### src/rtl/tile_wb_arb_pkg.sv
// Shared types and widths for the tile Wishbone arbiter.
package tile_wb_arb_pkg;

  localparam int unsigned ADR_W = 32;
  localparam int unsigned DAT_W = 32;
  localparam int unsigned SEL_W = 4;
  localparam int unsigned CTI_W = 3;
  localparam int unsigned BTE_W = 2;
  localparam int unsigned TMO_W = 16;

  typedef enum logic {
    IDLE  = 1'b0,
    OWNED = 1'b1
  } arb_state_t;

  // Request payload forwarded from the owning master to the slave port
  typedef struct packed {
    logic [ADR_W-1:0] adr;
    logic [DAT_W-1:0] dat;
    logic [SEL_W-1:0] sel;
    logic [CTI_W-1:0] cti;
    logic [BTE_W-1:0] bte;
    logic             we;
  } wb_req_t;

endpackage

### src/rtl/tile_wb_arb_if.sv
// Bundle of the flattened master ports and the shared slave port.
interface tile_wb_arb_if
  import tile_wb_arb_pkg::*;
#(
  parameter int unsigned NR_MASTERS = 2
);

  logic [ADR_W*NR_MASTERS-1:0] m_adr_i;
  logic [DAT_W*NR_MASTERS-1:0] m_dat_i;
  logic [SEL_W*NR_MASTERS-1:0] m_sel_i;
  logic [CTI_W*NR_MASTERS-1:0] m_cti_i;
  logic [BTE_W*NR_MASTERS-1:0] m_bte_i;
  logic [NR_MASTERS-1:0]       m_cyc_i;
  logic [NR_MASTERS-1:0]       m_stb_i;
  logic [NR_MASTERS-1:0]       m_we_i;
  logic [NR_MASTERS-1:0]       m_ack_o;
  logic [NR_MASTERS-1:0]       m_err_o;
  logic [NR_MASTERS-1:0]       m_rty_o;
  logic [DAT_W*NR_MASTERS-1:0] m_dat_o;

  logic [ADR_W-1:0]            s_adr_o;
  logic [DAT_W-1:0]            s_dat_o;
  logic [SEL_W-1:0]            s_sel_o;
  logic [CTI_W-1:0]            s_cti_o;
  logic [BTE_W-1:0]            s_bte_o;
  logic                        s_cyc_o;
  logic                        s_stb_o;
  logic                        s_we_o;
  logic                        s_ack_i;
  logic                        s_err_i;
  logic                        s_rty_i;
  logic [DAT_W-1:0]            s_dat_i;

  logic [NR_MASTERS-1:0]       grant_o;

  // Arbiter side
  modport slave (
    input  m_adr_i, m_dat_i, m_sel_i, m_cti_i, m_bte_i, m_cyc_i, m_stb_i, m_we_i,
    input  s_ack_i, s_err_i, s_rty_i, s_dat_i,
    output m_ack_o, m_err_o, m_rty_o, m_dat_o,
    output s_adr_o, s_dat_o, s_sel_o, s_cti_o, s_bte_o, s_cyc_o, s_stb_o, s_we_o,
    output grant_o
  );

  // Environment side (masters plus the shared slave)
  modport master (
    output m_adr_i, m_dat_i, m_sel_i, m_cti_i, m_bte_i, m_cyc_i, m_stb_i, m_we_i,
    output s_ack_i, s_err_i, s_rty_i, s_dat_i,
    input  m_ack_o, m_err_o, m_rty_o, m_dat_o,
    input  s_adr_o, s_dat_o, s_sel_o, s_cti_o, s_bte_o, s_cyc_o, s_stb_o, s_we_o,
    input  grant_o
  );

endinterface

### src/rtl/tile_wb_arbiter_rr_select.sv
// Round-robin winner pick: first requester after last_owner, wrapping.
module rr_select
  import tile_wb_arb_pkg::*;
#(
  parameter int unsigned NR_MASTERS = 2,
  parameter int unsigned IDX_W      = 1
) (
  input  logic [NR_MASTERS-1:0] req,
  input  logic [IDX_W-1:0]      last_owner,
  output logic [NR_MASTERS-1:0] winner
);

  logic             found;
  logic [IDX_W-1:0] idx;

  // Scan from last_owner+1 around the ring; the first hit wins
  always_comb begin
    winner = '0;
    found  = 1'b0;
    idx    = '0;
    for (int unsigned i = 1; i <= NR_MASTERS; i++) begin
      idx = IDX_W'((32'(last_owner) + i) % NR_MASTERS);
      if (!found && req[idx]) begin
        winner[idx] = 1'b1;
        found       = 1'b1;
      end
    end
  end

endmodule

### src/rtl/tile_wb_arbiter.sv
// Round-robin Wishbone arbiter sharing one tile slave port among masters.
// Optional stall watchdog enabled by defining TILE_WB_ARB_TIMEOUT_EN.
module tile_wb_arbiter
  import tile_wb_arb_pkg::*;
#(
  parameter int unsigned NR_MASTERS = 2,
  parameter int unsigned TIMEOUT    = 255
) (
  input logic          clk,
  input logic          rst_n,
  tile_wb_arb_if.slave bus
);

  localparam int unsigned IDX_W = $clog2(NR_MASTERS);

  arb_state_t            state_q, state_d;
  logic [IDX_W-1:0]      owner_q, owner_d, last_q, last_d, win_idx_c;
  logic [NR_MASTERS-1:0] grant_q, grant_d, win_c, ack_c, err_c, rty_c;
  wb_req_t               req_a [NR_MASTERS];
  wb_req_t               own_req_c;
  logic                  owned_c, own_cyc_c, own_stb_c, tmo_hit_c;

  rr_select #(
    .NR_MASTERS (NR_MASTERS),
    .IDX_W      (IDX_W)
  ) u_rr_select (
    .req        (bus.m_cyc_i),
    .last_owner (last_q),
    .winner     (win_c)
  );

  // Unflatten each master's payload
  for (genvar k = 0; k < NR_MASTERS; k++) begin : g_slice
    assign req_a[k] = {bus.m_adr_i[ADR_W*k +: ADR_W], bus.m_dat_i[DAT_W*k +: DAT_W],
                       bus.m_sel_i[SEL_W*k +: SEL_W], bus.m_cti_i[CTI_W*k +: CTI_W],
                       bus.m_bte_i[BTE_W*k +: BTE_W], bus.m_we_i[k]};
  end

  assign own_req_c = req_a[owner_q];
  assign owned_c   = (state_q == OWNED);
  assign own_cyc_c = owned_c & bus.m_cyc_i[owner_q];
  assign own_stb_c = owned_c & bus.m_stb_i[owner_q];

  // One-hot winner to index
  always_comb begin
    win_idx_c = '0;
    for (int unsigned i = 0; i < NR_MASTERS; i++) begin
      if (win_c[IDX_W'(i)]) win_idx_c = IDX_W'(i);
    end
  end

  // Next-state and termination routing
  always_comb begin
    state_d = state_q;
    owner_d = owner_q;
    last_d  = last_q;
    grant_d = grant_q;
    ack_c   = '0;
    err_c   = '0;
    rty_c   = '0;
    unique case (state_q)
      IDLE: begin
        if (|bus.m_cyc_i) begin
          state_d = OWNED;
          owner_d = win_idx_c;
          grant_d = win_c;
        end
      end
      OWNED: begin
        ack_c[owner_q] = bus.s_ack_i;
        err_c[owner_q] = bus.s_err_i | tmo_hit_c;
        rty_c[owner_q] = bus.s_rty_i;
        if (!bus.m_cyc_i[owner_q]) begin
          state_d = IDLE;
          last_d  = owner_q;
          grant_d = '0;
        end
      end
    endcase
  end

  // State and ownership registers
  always_ff @(posedge clk) begin
    if (!rst_n) begin
      state_q <= IDLE;
      owner_q <= '0;
      last_q  <= IDX_W'(NR_MASTERS - 1);
      grant_q <= '0;
    end else begin
      state_q <= state_d;
      owner_q <= owner_d;
      last_q  <= last_d;
      grant_q <= grant_d;
    end
  end

`ifdef TILE_WB_ARB_TIMEOUT_EN
  logic [TMO_W-1:0] tmo_q;
  logic             term_c, stall_c;

  assign term_c    = bus.s_ack_i | bus.s_err_i | bus.s_rty_i;
  assign stall_c   = own_cyc_c & own_stb_c & ~term_c;
  assign tmo_hit_c = stall_c && (tmo_q == TMO_W'(TIMEOUT - 1));

  // Count unanswered strobe cycles of the current owner
  always_ff @(posedge clk) begin
    if (!rst_n) begin
      tmo_q <= '0;
    end else if (!owned_c || state_d != OWNED || term_c || tmo_hit_c) begin
      tmo_q <= '0;
    end else if (stall_c) begin
      tmo_q <= tmo_q + 1'b1;
    end
  end
`else
  logic unused_timeout;

  // Without the watchdog TIMEOUT has no effect
  assign tmo_hit_c      = 1'b0;
  assign unused_timeout = ^TMO_W'(TIMEOUT);
`endif

  // Slave port follows the owner; a watchdog hit drops the cycle
  assign bus.s_cyc_o = own_cyc_c & ~tmo_hit_c;
  assign bus.s_stb_o = own_stb_c & ~tmo_hit_c;
  assign bus.s_we_o  = owned_c & own_req_c.we;
  assign bus.s_adr_o = own_req_c.adr;
  assign bus.s_dat_o = own_req_c.dat;
  assign bus.s_sel_o = own_req_c.sel;
  assign bus.s_cti_o = own_req_c.cti;
  assign bus.s_bte_o = own_req_c.bte;

  assign bus.m_ack_o = ack_c;
  assign bus.m_err_o = err_c;
  assign bus.m_rty_o = rty_c;
  assign bus.m_dat_o = {NR_MASTERS{bus.s_dat_i}};
  assign bus.grant_o = grant_q;

endmodule

### src/flat_wrapper.sv
// flat-port wrapper written by rule: the top's interface ports become plain ports
module tile_wb_arbiter_flat import tile_wb_arb_pkg::*;
#(
  parameter int unsigned NR_MASTERS = 2,
  parameter int unsigned TIMEOUT    = 255
)
  (clk, rst_n, bus_m_adr_i, bus_m_dat_i, bus_m_sel_i, bus_m_cti_i, bus_m_bte_i, bus_m_cyc_i, bus_m_stb_i, bus_m_we_i, bus_s_ack_i, bus_s_err_i, bus_s_rty_i, bus_s_dat_i, bus_m_ack_o, bus_m_err_o, bus_m_rty_o, bus_m_dat_o, bus_s_adr_o, bus_s_dat_o, bus_s_sel_o, bus_s_cti_o, bus_s_bte_o, bus_s_cyc_o, bus_s_stb_o, bus_s_we_o, bus_grant_o);
  tile_wb_arb_if #(.NR_MASTERS(NR_MASTERS)) bus_i ();
  input logic clk;
  input logic rst_n;
  input wire logic [$bits(bus_i.m_adr_i)-1:0] bus_m_adr_i;
  input wire logic [$bits(bus_i.m_dat_i)-1:0] bus_m_dat_i;
  input wire logic [$bits(bus_i.m_sel_i)-1:0] bus_m_sel_i;
  input wire logic [$bits(bus_i.m_cti_i)-1:0] bus_m_cti_i;
  input wire logic [$bits(bus_i.m_bte_i)-1:0] bus_m_bte_i;
  input wire logic [$bits(bus_i.m_cyc_i)-1:0] bus_m_cyc_i;
  input wire logic [$bits(bus_i.m_stb_i)-1:0] bus_m_stb_i;
  input wire logic [$bits(bus_i.m_we_i)-1:0] bus_m_we_i;
  input wire logic [$bits(bus_i.s_ack_i)-1:0] bus_s_ack_i;
  input wire logic [$bits(bus_i.s_err_i)-1:0] bus_s_err_i;
  input wire logic [$bits(bus_i.s_rty_i)-1:0] bus_s_rty_i;
  input wire logic [$bits(bus_i.s_dat_i)-1:0] bus_s_dat_i;
  output wire logic [$bits(bus_i.m_ack_o)-1:0] bus_m_ack_o;
  output wire logic [$bits(bus_i.m_err_o)-1:0] bus_m_err_o;
  output wire logic [$bits(bus_i.m_rty_o)-1:0] bus_m_rty_o;
  output wire logic [$bits(bus_i.m_dat_o)-1:0] bus_m_dat_o;
  output wire logic [$bits(bus_i.s_adr_o)-1:0] bus_s_adr_o;
  output wire logic [$bits(bus_i.s_dat_o)-1:0] bus_s_dat_o;
  output wire logic [$bits(bus_i.s_sel_o)-1:0] bus_s_sel_o;
  output wire logic [$bits(bus_i.s_cti_o)-1:0] bus_s_cti_o;
  output wire logic [$bits(bus_i.s_bte_o)-1:0] bus_s_bte_o;
  output wire logic [$bits(bus_i.s_cyc_o)-1:0] bus_s_cyc_o;
  output wire logic [$bits(bus_i.s_stb_o)-1:0] bus_s_stb_o;
  output wire logic [$bits(bus_i.s_we_o)-1:0] bus_s_we_o;
  output wire logic [$bits(bus_i.grant_o)-1:0] bus_grant_o;
  assign bus_i.m_adr_i = bus_m_adr_i;
  assign bus_i.m_dat_i = bus_m_dat_i;
  assign bus_i.m_sel_i = bus_m_sel_i;
  assign bus_i.m_cti_i = bus_m_cti_i;
  assign bus_i.m_bte_i = bus_m_bte_i;
  assign bus_i.m_cyc_i = bus_m_cyc_i;
  assign bus_i.m_stb_i = bus_m_stb_i;
  assign bus_i.m_we_i = bus_m_we_i;
  assign bus_i.s_ack_i = bus_s_ack_i;
  assign bus_i.s_err_i = bus_s_err_i;
  assign bus_i.s_rty_i = bus_s_rty_i;
  assign bus_i.s_dat_i = bus_s_dat_i;
  assign bus_m_ack_o = bus_i.m_ack_o;
  assign bus_m_err_o = bus_i.m_err_o;
  assign bus_m_rty_o = bus_i.m_rty_o;
  assign bus_m_dat_o = bus_i.m_dat_o;
  assign bus_s_adr_o = bus_i.s_adr_o;
  assign bus_s_dat_o = bus_i.s_dat_o;
  assign bus_s_sel_o = bus_i.s_sel_o;
  assign bus_s_cti_o = bus_i.s_cti_o;
  assign bus_s_bte_o = bus_i.s_bte_o;
  assign bus_s_cyc_o = bus_i.s_cyc_o;
  assign bus_s_stb_o = bus_i.s_stb_o;
  assign bus_s_we_o = bus_i.s_we_o;
  assign bus_grant_o = bus_i.grant_o;
  tile_wb_arbiter #(.NR_MASTERS(NR_MASTERS), .TIMEOUT(TIMEOUT)) u_core (.clk(clk), .rst_n(rst_n), .bus(bus_i));
endmodule
### config.mk
export PLATFORM = sky130hd
export DESIGN_NAME = tile_wb_arbiter_flat
export DESIGN_NICKNAME = d
export VERILOG_FILES = /design/src/rtl/tile_wb_arb_pkg.sv /design/src/rtl/tile_wb_arb_if.sv /design/src/rtl/tile_wb_arbiter_rr_select.sv /design/src/rtl/tile_wb_arbiter.sv /design/src/flat_wrapper.sv
export SDC_FILE = /design/constraint.sdc
export NUM_CORES = 1
export LEC_CHECK = 0
export BUFFER_PORTS_ARGS = -buffer_cell sky130_fd_sc_hd__buf_2
export CORE_AREA = 2 2 130 132
export DETAILED_ROUTE_END_ITERATION = 8
export DIE_AREA = 0 0 132 134
export SYNTH_ARGS = -nofsm -noshare
export SYNTH_HDL_FRONTEND = slang
export SYNTH_HIERARCHICAL = 1
export SYNTH_SLANG_ARGS = --single-unit
export TNS_END_PERCENT = 50
### constraint.sdc
create_clock -name clk -period 1.7 [get_ports clk]
set_input_delay 0.34 -clock clk [delete_from_list [all_inputs] [get_ports clk]]
set_output_delay 0.34 -clock clk [all_outputs]
set_load 0.01 [all_outputs]
==> results of run 1 <==
-- area by class of cell --
type	count	area (sq um)	share of cell area, %
repair buffers	249	1460	47.77
multi-input cells	103	1130	36.96
well taps	220	275.3	9.005
flip-flops and latches	5	103.9	3.397
clock buffers	3	75.07	2.456
inverters	2	7.507	0.2456
clock inverters	1	5.005	0.1637
-- cells by family (layout without fill, tap and decap cells) --
logic type	count (synthesis)	after routing
multiplexers	77	77
buffers and inverters	76	255
AND/OR/NAND/NOR	18	18
AO/OA/AOI/OAI	8	8
flip-flops	5	5
-- report_power, final --
part	internal, mW	switching, mW
clock	0.308	0.0853
sequential	0.128	0.00850
combinational	0.501	0.381
total	0.937	0.475
-- per-layer routing --
metal	share of wire, %	up-vias	track usage [%]
met4	0.82	0	1.147
met2	46	151	14.70
li1	-	933	-
met3	9.2	14	2.381
met1	44	919	11.65
met5	0	-	0
-- through the flow --
step           worst slack, ps  util [%]
2_1_floorplan            385.8         -
3_3_place_gp             192.9     16.52
3_5_place_dp             194.8     16.52
4_1_cts                 -55.13     17.13
5_1_grt                 -82.07     18.76
6_report                -54.29     18.76
-- synthesized netlist by cell type, drive strengths merged --
library cell / n / area [sq um]
and3b: 1 / 8.760
dfxtp: 5 / 100.1
mux2i: 4 / 40.04
o21ai: 1 / 5.000
nand2b: 1 / 6.260
and2b: 1 / 7.510
nor2b: 4 / 25.02
a21boi: 2 / 15.02
o21bai: 1 / 7.510
buf: 73 / 570.5
inv: 2 / 7.510
nor2: 2 / 7.510
and2: 3 / 18.77
and3: 5 / 31.28
nand2: 1 / 3.750
a32o: 2 / 20.02
clkbuf: 1 / 5.000
mux2: 73 / 822.0
a21oi: 2 / 10.01
-- worst min-delay path by stage --
stage / from / to / slack (ps) / cells past startpoint
after CTS: rst_n / u_core/last_q$_SDFFE_PN1P_ / 350 / 2
after detailed placement: u_core/last_q$_SDFFE_PN1P_ / u_core/last_q$_SDFFE_PN1P_ / 570 / 2
after floorplan: rst_n / u_core/last_q$_SDFFE_PN1P_ / 420 / 1
after global placement: u_core/last_q$_SDFFE_PN1P_ / u_core/last_q$_SDFFE_PN1P_ / 540 / 2
after global routing: rst_n / u_core/last_q$_SDFFE_PN1P_ / 380 / 2
final: rst_n / u_core/last_q$_SDFFE_PN1P_ / 350 / 2
-- what timing repair did --
item,in CTS,in global routing
gates resized for setup,5,39
hold buffers,0,0
endpoints found under the setup margin,8,44
endpoints found under the hold margin,0,0
setup buffers,0,2
cloned,0,2
-- critical path, delay by kind of cell, from the launching register on --
family   cells  cell delay (ps)
flops        1              370
buf+inv      3              480
mux          1              340
-- flip-flops by register name, summed over array words and instances (netlist names) --
register	count
u_core/bus.grant_o	2
u_core/last_q	1
u_core/owned_c	1
u_core/owner_q	1
==> reports/qor.txt, run 1 <==
Reg2Reg Launch Point: u_core/owner_q$_SDFFE_PN0P_
CTS tree: yes
Synth Instances: 184
fillers: 1816
Post-Route WL: 9151 microns
CP max stage delay: 370 ps
DP Area: 2691 sq um
CTS Buf Count: 3
IO Count: 337
Seq cells post-synth: 5
Crit path required time: 1360 ps
Tightest Pin Transition: 279.4 ps
Nets: 553
simple-gate share of the synthesized area: 6.360%
commonest non-fill, non-tap cell in the layout: buf_2
Synth Area in Compound Gates: 3.363%
violated checks: negative setup slack
fraction of layout cells with a size suffix above 1: 90.63%
most frequent cells in the layout: buf_2, mux2_2, mux2_4
distinct cell type count after synthesis: 21
max-cap violation count: 0
# DRC: 0
setup TNS: -841.8 ps
r2r setup slk: 510 ps
Startpoint Class: flip-flop
CP Capture Type: output port
clk_lat worst skew: 230 ps
post-synthesis sequential area ratio: 5.848%
Mean Syn Cell Area: 9.302 sq um
routed vias: 2017
Total Routing Usage GR: 8.804%
PD cells: 461.9 nW/um^2
crit path launch: u_core/owner_q$_SDFFE_PN0P_
post-synthesis xor/xnor area fraction: 0%
Initial Utilization: 10.51%
RSZ-0062 raised after global routing: yes
root cell of the clock tree: clkbuf_16
first-pass GRT wire length: 11920 microns
Initial DRC Count: 30
Ant. Diodes: 0
Crit Path Category: flip-flop to output port
synthesized net count: 373
largest net degree at the start of global routing: 34
status: complete, but fails checks
Final Cycle Share: 103.2%
initial antenna violation count: 0
Hold Fails Final Rpt: 0
DP Cell Count: 575
htree depth: 1
mapped cell area: 1712 sq um
PnR Total Power: 1.412 mW
clk slew on worst S/H paths: 40 ps
Critical Path Fanout Max: 16
Die W: 132 microns
worst reg2reg endpoint: u_core/bus.grant_o[1]$_SDFFE_PN0P_
number of synthesis warnings: 6
grt total ovfl: 0
gpl congestion: 0.7824
Hold WS: 354.5 ps
# clock sinks: 5
R2R cell count: 4
Slew Limit Fails: 0
DR pass1 iterations: 4
HP Class: primary input to flip-flop
Via density: 3.460
vias in the first global route: 1999
dpl hpwl: 7536 microns
Wirelength per Cell: 15.70 microns
Layout Area Growth over Synthesis: 78.58%
Critical Path End: bus_s_adr_o[31]
die area: 17690 sq um
setup violators final: 41
num rows: 47
antenna-violating nets left: 0
Final WS setup: -54.29 ps
multiplexer share of the synthesized area: 50.37%
fin crit period: 1754 ps
CP Data Arrival Time: 1410 ps
slowest CP cell: dfxtp_4
Setup Skew: 6.874 ps
final cell count without fillers: 583
adder-cell area share of the yosys netlist: 0%
FMAX: 0.5700 GHz
design area: 3057 sq um
peak supply drop: 0.3869 mV
CP cell instances: buf_12 > clkbuf_16 > mux2_4 > buf_2
Placeable Area: 16290 sq um
I/O Buffers: 240
Leak Pwr: 1.610 nW
die height: 134 microns
Slew Limit Headroom: 81.33%
Longest Clk Path Bufs: 2
largest family of logic cells by synthesized area: multiplexers
Note: power is estimated with default switching activity, not from simulation.
==> run 2, diff against run 1 <==
--- a/config.mk
+++ b/config.mk
@@ -5,10 +5,12 @@
 export SDC_FILE = /design/constraint.sdc
 export NUM_CORES = 1
 export LEC_CHECK = 0
+export ABC_AREA = 1
 export BUFFER_PORTS_ARGS = -buffer_cell sky130_fd_sc_hd__buf_2
 export CORE_AREA = 2 2 130 132
 export DETAILED_ROUTE_END_ITERATION = 8
 export DIE_AREA = 0 0 132 134
+export SKIP_LAST_GASP = 1
 export SYNTH_ARGS = -nofsm -noshare
 export SYNTH_HDL_FRONTEND = slang
 export SYNTH_HIERARCHICAL = 1
==> reports/qor.txt, run 2 <==
status: complete, no violations
PD cells: 445.3 nW/um^2
simple-gate share of the synthesized area: 53.71%
Crit Path Category: flip-flop to output port
Total Routing Usage GR: 7.629%
Tightest Pin Transition: 198.8 ps
clk_lat worst skew: 220 ps
gpl congestion: 0.7876
initial antenna violation count: 0
max reg flops: 2
distinct cell type count after synthesis: 16
peak supply drop: 0.2526 mV
Seq cells post-synth: 5
synthesized net count: 537
fin crit period: 1622 ps
Startpoint Class: flip-flop
crit path launch: u_core/owner_q$_SDFFE_PN0P_
Setup Skew: 0.7179 ps
setup TNS: 0 ps
r2r setup slk: 570 ps
antenna-violating nets left: 0
number of synthesis warnings: 6
DP Cell Count: 731
Final Cycle Share: 95.40%
Crit path required time: 1360 ps
most used flip-flop cell after synthesis: dfxtp_1
WP buf/inv: 3
cts hold-fix bufs: 0
largest net degree at the start of global routing: 43
Seq pwr share: 11.1%
max-cap violation count: 0
CP max stage delay: 380 ps
WP depth: 5
PnR Total Power: 1.240 mW
Leak Pwr: 1.825 nW
RSZ-0062 raised after global routing: no
async set-or-reset flop fraction in the synthesized netlist: 0%
Synth Instances: 348
Synth Area in Compound Gates: 3.493%
Post-CTS Setup Repair Bufs: 0
die height: 134 microns
Critical Path End: bus_s_cyc_o
R2R cell count: 6
I/O Buffers: 240
Ant. Diodes: 0
post-synthesis sequential area ratio: 5.822%
ranking of synthesized cells by area: nand2_1, buf_4, dfxtp_1
Die W: 132 microns
Slew Limit Headroom: 86.75%
Hold WS: 343.9 ps
Post-Route WL: 7844 microns
# DRC: 0
Layout Area Growth over Synthesis: 61.94%
htree depth: 1
most frequent cells in the layout: buf_2, nand2_1, inv_1
cell accounting for the most synthesized area: nand2_1
CTS tree: yes
P_sw: 461.6 uW
routed vias: 2561
FMAX: 0.6166 GHz
multiplexer share of the synthesized area: 0%
Final WS setup: 78.13 ps
slowest CP cell: dfxtp_4
CP Capture Type: output port
grt total ovfl: 0
# clock sinks: 5
switch share: 37.23%
post-synthesis xor/xnor area fraction: 0%
num rows: 47
CP cell instances: inv_4 > buf_12 > nand2_2 > a21oi_2 > buf_2
die area: 17690 sq um
Post-CTS Resized: 0
dpl hpwl: 6463 microns
Longest Clk Path Bufs: 2
CP top delay family: buffers and inverters
DR pass1 iterations: 4
Nets: 706
Slew Limit Fails: 0
first-pass GRT wire length: 10990 microns
HP Class: primary input to flip-flop
Wirelength per Cell: 10.66 microns
mapped cell area: 1719 sq um
CP Data Arrival Time: 1280 ps
post-synth top area share: 50.87%
most frequent cell after synthesis: nand2_1
clk slew on worst S/H paths: 30 ps
Placeable Area: 16290 sq um
final cell count without fillers: 736
combinational power share: 58.4%
Pint: 778.0 uW
Initial Utilization: 10.55%
commonest non-fill, non-tap cell in the layout: buf_2
Hold Fails Final Rpt: 0
CTS Buf Count: 3
Initial DRC Count: 70
Mean Syn Cell Area: 4.940 sq um
Critical Path Fanout Max: 37
vias in the first global route: 2311
Reg2Reg Launch Point: u_core/owner_q$_SDFFE_PN0P_
pre-CTS WS: 291.2 ps
root cell of the clock tree: clkbuf_16
Via density: 3.480
number of synthesized flops with an enable pin: 0
largest family of logic cells by synthesized area: simple AND/OR/NAND/NOR gates
adder-cell area share of the yosys netlist: 0%
Clock power frac: 30.4%
setup violators final: 0
fillers: 1907
IO Count: 337
worst reg2reg endpoint: u_core/last_q$_SDFFE_PN1P_
fraction of layout cells with a size suffix above 1: 49.22%
Post-synth top cells: nand2_1, buf_4, buf_2
run 2: cell count changes after synthesis, sizes merged, moves of 3 or more:
cell / delta
a21oi: +5
and2: -3
and3: -5
buf: +8
inv: +7
mux2: -73
mux2i: -4
nand2: +233
nand3: +3
nor2: +4
nor2b: -4
run 2: power by group through the flow:
stage                     sequential [mW]  combinational (mW)  clock (mW)
after floorplan                     0.136               0.491           0
after global placement              0.138               0.720           0
after detailed placement            0.139               0.724           0
after CTS                           0.137               0.725       0.388
after global routing                0.139               0.806       0.401
final                               0.138               0.724       0.377
run 2: layout make-up:
type,instances,area [sq um],area share [%]
clock buffers,4,78.83,2.831
inverters,9,36.28,1.303
multi-input cells,253,983.4,35.33
flip-flops and latches,5,103.9,3.730
well taps,220,275.3,9.888
repair buffers,245,1306,46.92
run 2: cells by family after synthesis:
logic type	after synthesis
and+or+nand+nor	243
AOI/OAI and AO/OA	10
buffers and inverters	90
DFF	5
run 2: worst min-delay path: cells and delay by family:
family | cells | cell delay, ps
AO/OA/AOI/OAI | 1 | 60
buffers and inverters | 2 | 140
run 2: per-stage QoR:
| step | util [%] | cell area, sq um |
|---|---|---|
| 6_report | 17.09 | 2784 |
| 5_1_grt | 17.09 | 2784 |
| 4_1_cts | 16.92 | 2756 |
| 3_5_place_dp | 16.44 | 2678 |
| 3_3_place_gp | 16.44 | 2678 |
| 2_1_floorplan | - | 1719 |
run 2: how the worst min path moves through the flow:
| stage | from | end | slack, ps | cells past startpoint |
|---|---|---|---|---|
| after detailed placement | u_core/bus.grant_o[0]$_SDFFE_PN0P_ | u_core/bus.grant_o[0]$_SDFFE_PN0P_ | 480 | 2 |
| after floorplan | rst_n | u_core/last_q$_SDFFE_PN1P_ | 440 | 1 |
| after CTS | rst_n | u_core/owned_c$_SDFF_PN0_ | 340 | 3 |
| final | rst_n | u_core/owned_c$_SDFF_PN0_ | 340 | 3 |
| after global routing | rst_n | u_core/owned_c$_SDFF_PN0_ | 350 | 3 |
| after global placement | u_core/bus.grant_o[0]$_SDFFE_PN0P_ | u_core/bus.grant_o[0]$_SDFFE_PN0P_ | 470 | 2 |
run 2: metal layers:
metal	track usage (%)	vias up	routed length, microns
met4	0.9662	0	73
met2	14.55	231	3766
met1	7.203	1012	2743
met5	0	-	0
li1	-	1310	-
met3	4.497	8	1261
==> run 3, diff against run 2 <==
--- a/config.mk
+++ b/config.mk
@@ -8,11 +8,11 @@
 export ABC_AREA = 1
 export BUFFER_PORTS_ARGS = -buffer_cell sky130_fd_sc_hd__buf_2
 export CORE_AREA = 2 2 130 132
+export CTS_CLUSTER_SIZE = 30
 export DETAILED_ROUTE_END_ITERATION = 8
 export DIE_AREA = 0 0 132 134
 export SKIP_LAST_GASP = 1
 export SYNTH_ARGS = -nofsm -noshare
 export SYNTH_HDL_FRONTEND = slang
-export SYNTH_HIERARCHICAL = 1
 export SYNTH_SLANG_ARGS = --single-unit
 export TNS_END_PERCENT = 50
==> reports/qor.txt, run 3 <==
fraction of layout cells with a size suffix above 1: 49.22%
hold path cells: 2
num rows: 47
setup TNS: 0 ps
Post-Route WL: 7601 microns
Final Cycle Share: 96.11%
post-synth top area share: 50.81%
clk_lat worst skew: 230 ps
gpl congestion: 0.7568
Critical Path Fanout Max: 21
Startpoint Class: flip-flop
Longest Clk Path Bufs: 2
P_sw: 489.7 uW
fin crit period: 1634 ps
Slew Limit Fails: 0
CP Capture Type: output port
Wirelength per Cell: 10.37 microns
Setup Skew: 1.314 ps
Layout Area Growth over Synthesis: 60.63%
Nets: 702
most used flip-flop cell after synthesis: dfxtp_1
antenna-violating nets left: 0
clk slew on worst S/H paths: 30 ps
Initial Utilization: 10.48%
cts hold-fix bufs: 0
post-synthesis sequential area ratio: 5.865%
pre-CTS WS: 311.4 ps
Seq cells post-synth: 5
distinct cell type count after synthesis: 14
synthesized net count: 534
most frequent cell after synthesis: nand2_1
I/O Buffers: 240
Crit Path Category: flip-flop to output port
CTS tree: yes
R2R cell count: 5
vias in the first global route: 2253
Mean Syn Cell Area: 4.947 sq um
cell accounting for the most synthesized area: nand2_1
commonest non-fill, non-tap cell in the layout: buf_2
Hold Fails Final Rpt: 0
Synth Instances: 345
Crit path required time: 1360 ps
Clock power frac: 30.4%
status: complete, no violations
setup violators final: 0
Seq pwr share: 10.9%
DR pass1 iterations: 4
die height: 134 microns
CP Data Arrival Time: 1290 ps
number of synthesis warnings: 0
Placeable Area: 16290 sq um
combinational power share: 58.7%
dpl hpwl: 6334 microns
number of synthesized flops with an enable pin: 0
switch share: 38.38%
async set-or-reset flop fraction in the synthesized netlist: 0%
die area: 17690 sq um
Tightest Pin Transition: 279.2 ps
Final WS setup: 66.16 ps
root cell of the clock tree: clkbuf_16
IO Count: 337
mapped cell area: 1707 sq um
initial antenna violation count: 1
fillers: 1901
largest net degree at the start of global routing: 57
RSZ-0062 raised after global routing: yes
max reg flops: 2
# DRC: 0
grt total ovfl: 0
htree depth: 1
Slew Limit Headroom: 81.39%
Total Routing Usage GR: 7.997%
routed vias: 2535
FMAX: 0.6121 GHz
Leak Pwr: 1.808 nW
Post-CTS Resized: 0
PnR Total Power: 1.276 mW
# clock sinks: 5
CTS Buf Count: 3
Pint: 786.2 uW
Via density: 3.458
HP Class: primary input to flip-flop
max-cap violation count: 0
Post-synth top cells: nand2_1, buf_4, buf_2
ranking of synthesized cells by area: nand2_1, buf_4, dfxtp_1
most frequent cells in the layout: buf_2, nand2_1, inv_1
PD cells: 465.4 nW/um^2
Initial DRC Count: 93
Post-CTS Setup Repair Bufs: 0
first-pass GRT wire length: 11160 microns
peak supply drop: 0.3510 mV
Die W: 132 microns
run 3: stage by stage:
step                utilization [%]  hold slack [ps]  instance area [sq um]  instances
finish                        16.83            333.0                   2741        733
global placement              16.28            471.6                   2653        728
CTS                           16.77            334.2                   2731        732
global route                  16.81            367.9                   2739        732
detailed placement            16.28            476.7                   2653        728
floorplan                         -            438.6                   1707        345
run 3: cell type report:
cell class              count  area (sq um)  area share [%]
well taps                 220         275.3           10.04
diodes                      1         2.502         0.09128
repair buffers            244          1276           46.55
inverters                   8         32.53           1.187
clock buffers               4         78.83           2.875
flip-flops and latches      5         101.3           3.697
multi-input cells         251         974.7           35.55
run 3: logic make-up (layout without fill, tap and decap cells):
| kind of cell | Yosys count | in the layout | share of synthesized area [%] |
|---|---|---|---|
| and+or+nand+nor | 242 | 242 | 53.96 |
| buffers and inverters | 89 | 256 | 37.02 |
| AOI/OAI and AO/OA | 9 | 9 | 3.152 |
| DFF | 5 | 5 | 5.865 |
| other | 0 | 1 | 0 |
run 3: routing by layer:
layer | vias to the layer above | part of all wire [%] | track usage (%)
li1 | 1303 | - | -
met1 | 1014 | 36 | 7.636
met2 | 187 | 48 | 14.53
met3 | 31 | 13 | 3.779
met4 | 0 | 3.9 | 3.804
met5 | - | 0 | 0
run 3: path summary, 6_finish.rpt:
path	startpoint	end	slack, ps
worst min-delay path	rst_n	u_core.last_q$_SDFFE_PN1P_	330
worst max-delay path	u_core.owner_q$_SDFFE_PN0P_	bus_m_rty_o[0]	70
worst max register to register	u_core.owner_q$_SDFFE_PN0P_	u_core.bus.grant_o[0]$_SDFFE_PN0P_	590
worst min register to register	u_core.bus.grant_o[1]$_SDFFE_PN0P_	u_core.bus.grant_o[1]$_SDFFE_PN0P_	480
run 3: worst max-delay path, stage by stage (launching register included):
cell	delay (ps)
dfxtp_2	350
inv_4	90
buf_4	240
nand2_1	140
nor2_1	90
buf_2	150
run 3: power by group through the flow:
stage                     combinational, mW  clock, mW  sequential [mW]
after floorplan                       0.515          0            0.137
after global placement                0.749          0            0.141
after detailed placement              0.751          0            0.141
after CTS                             0.754      0.401            0.139
after global routing                  0.835      0.410            0.141
final                                 0.749      0.388            0.139
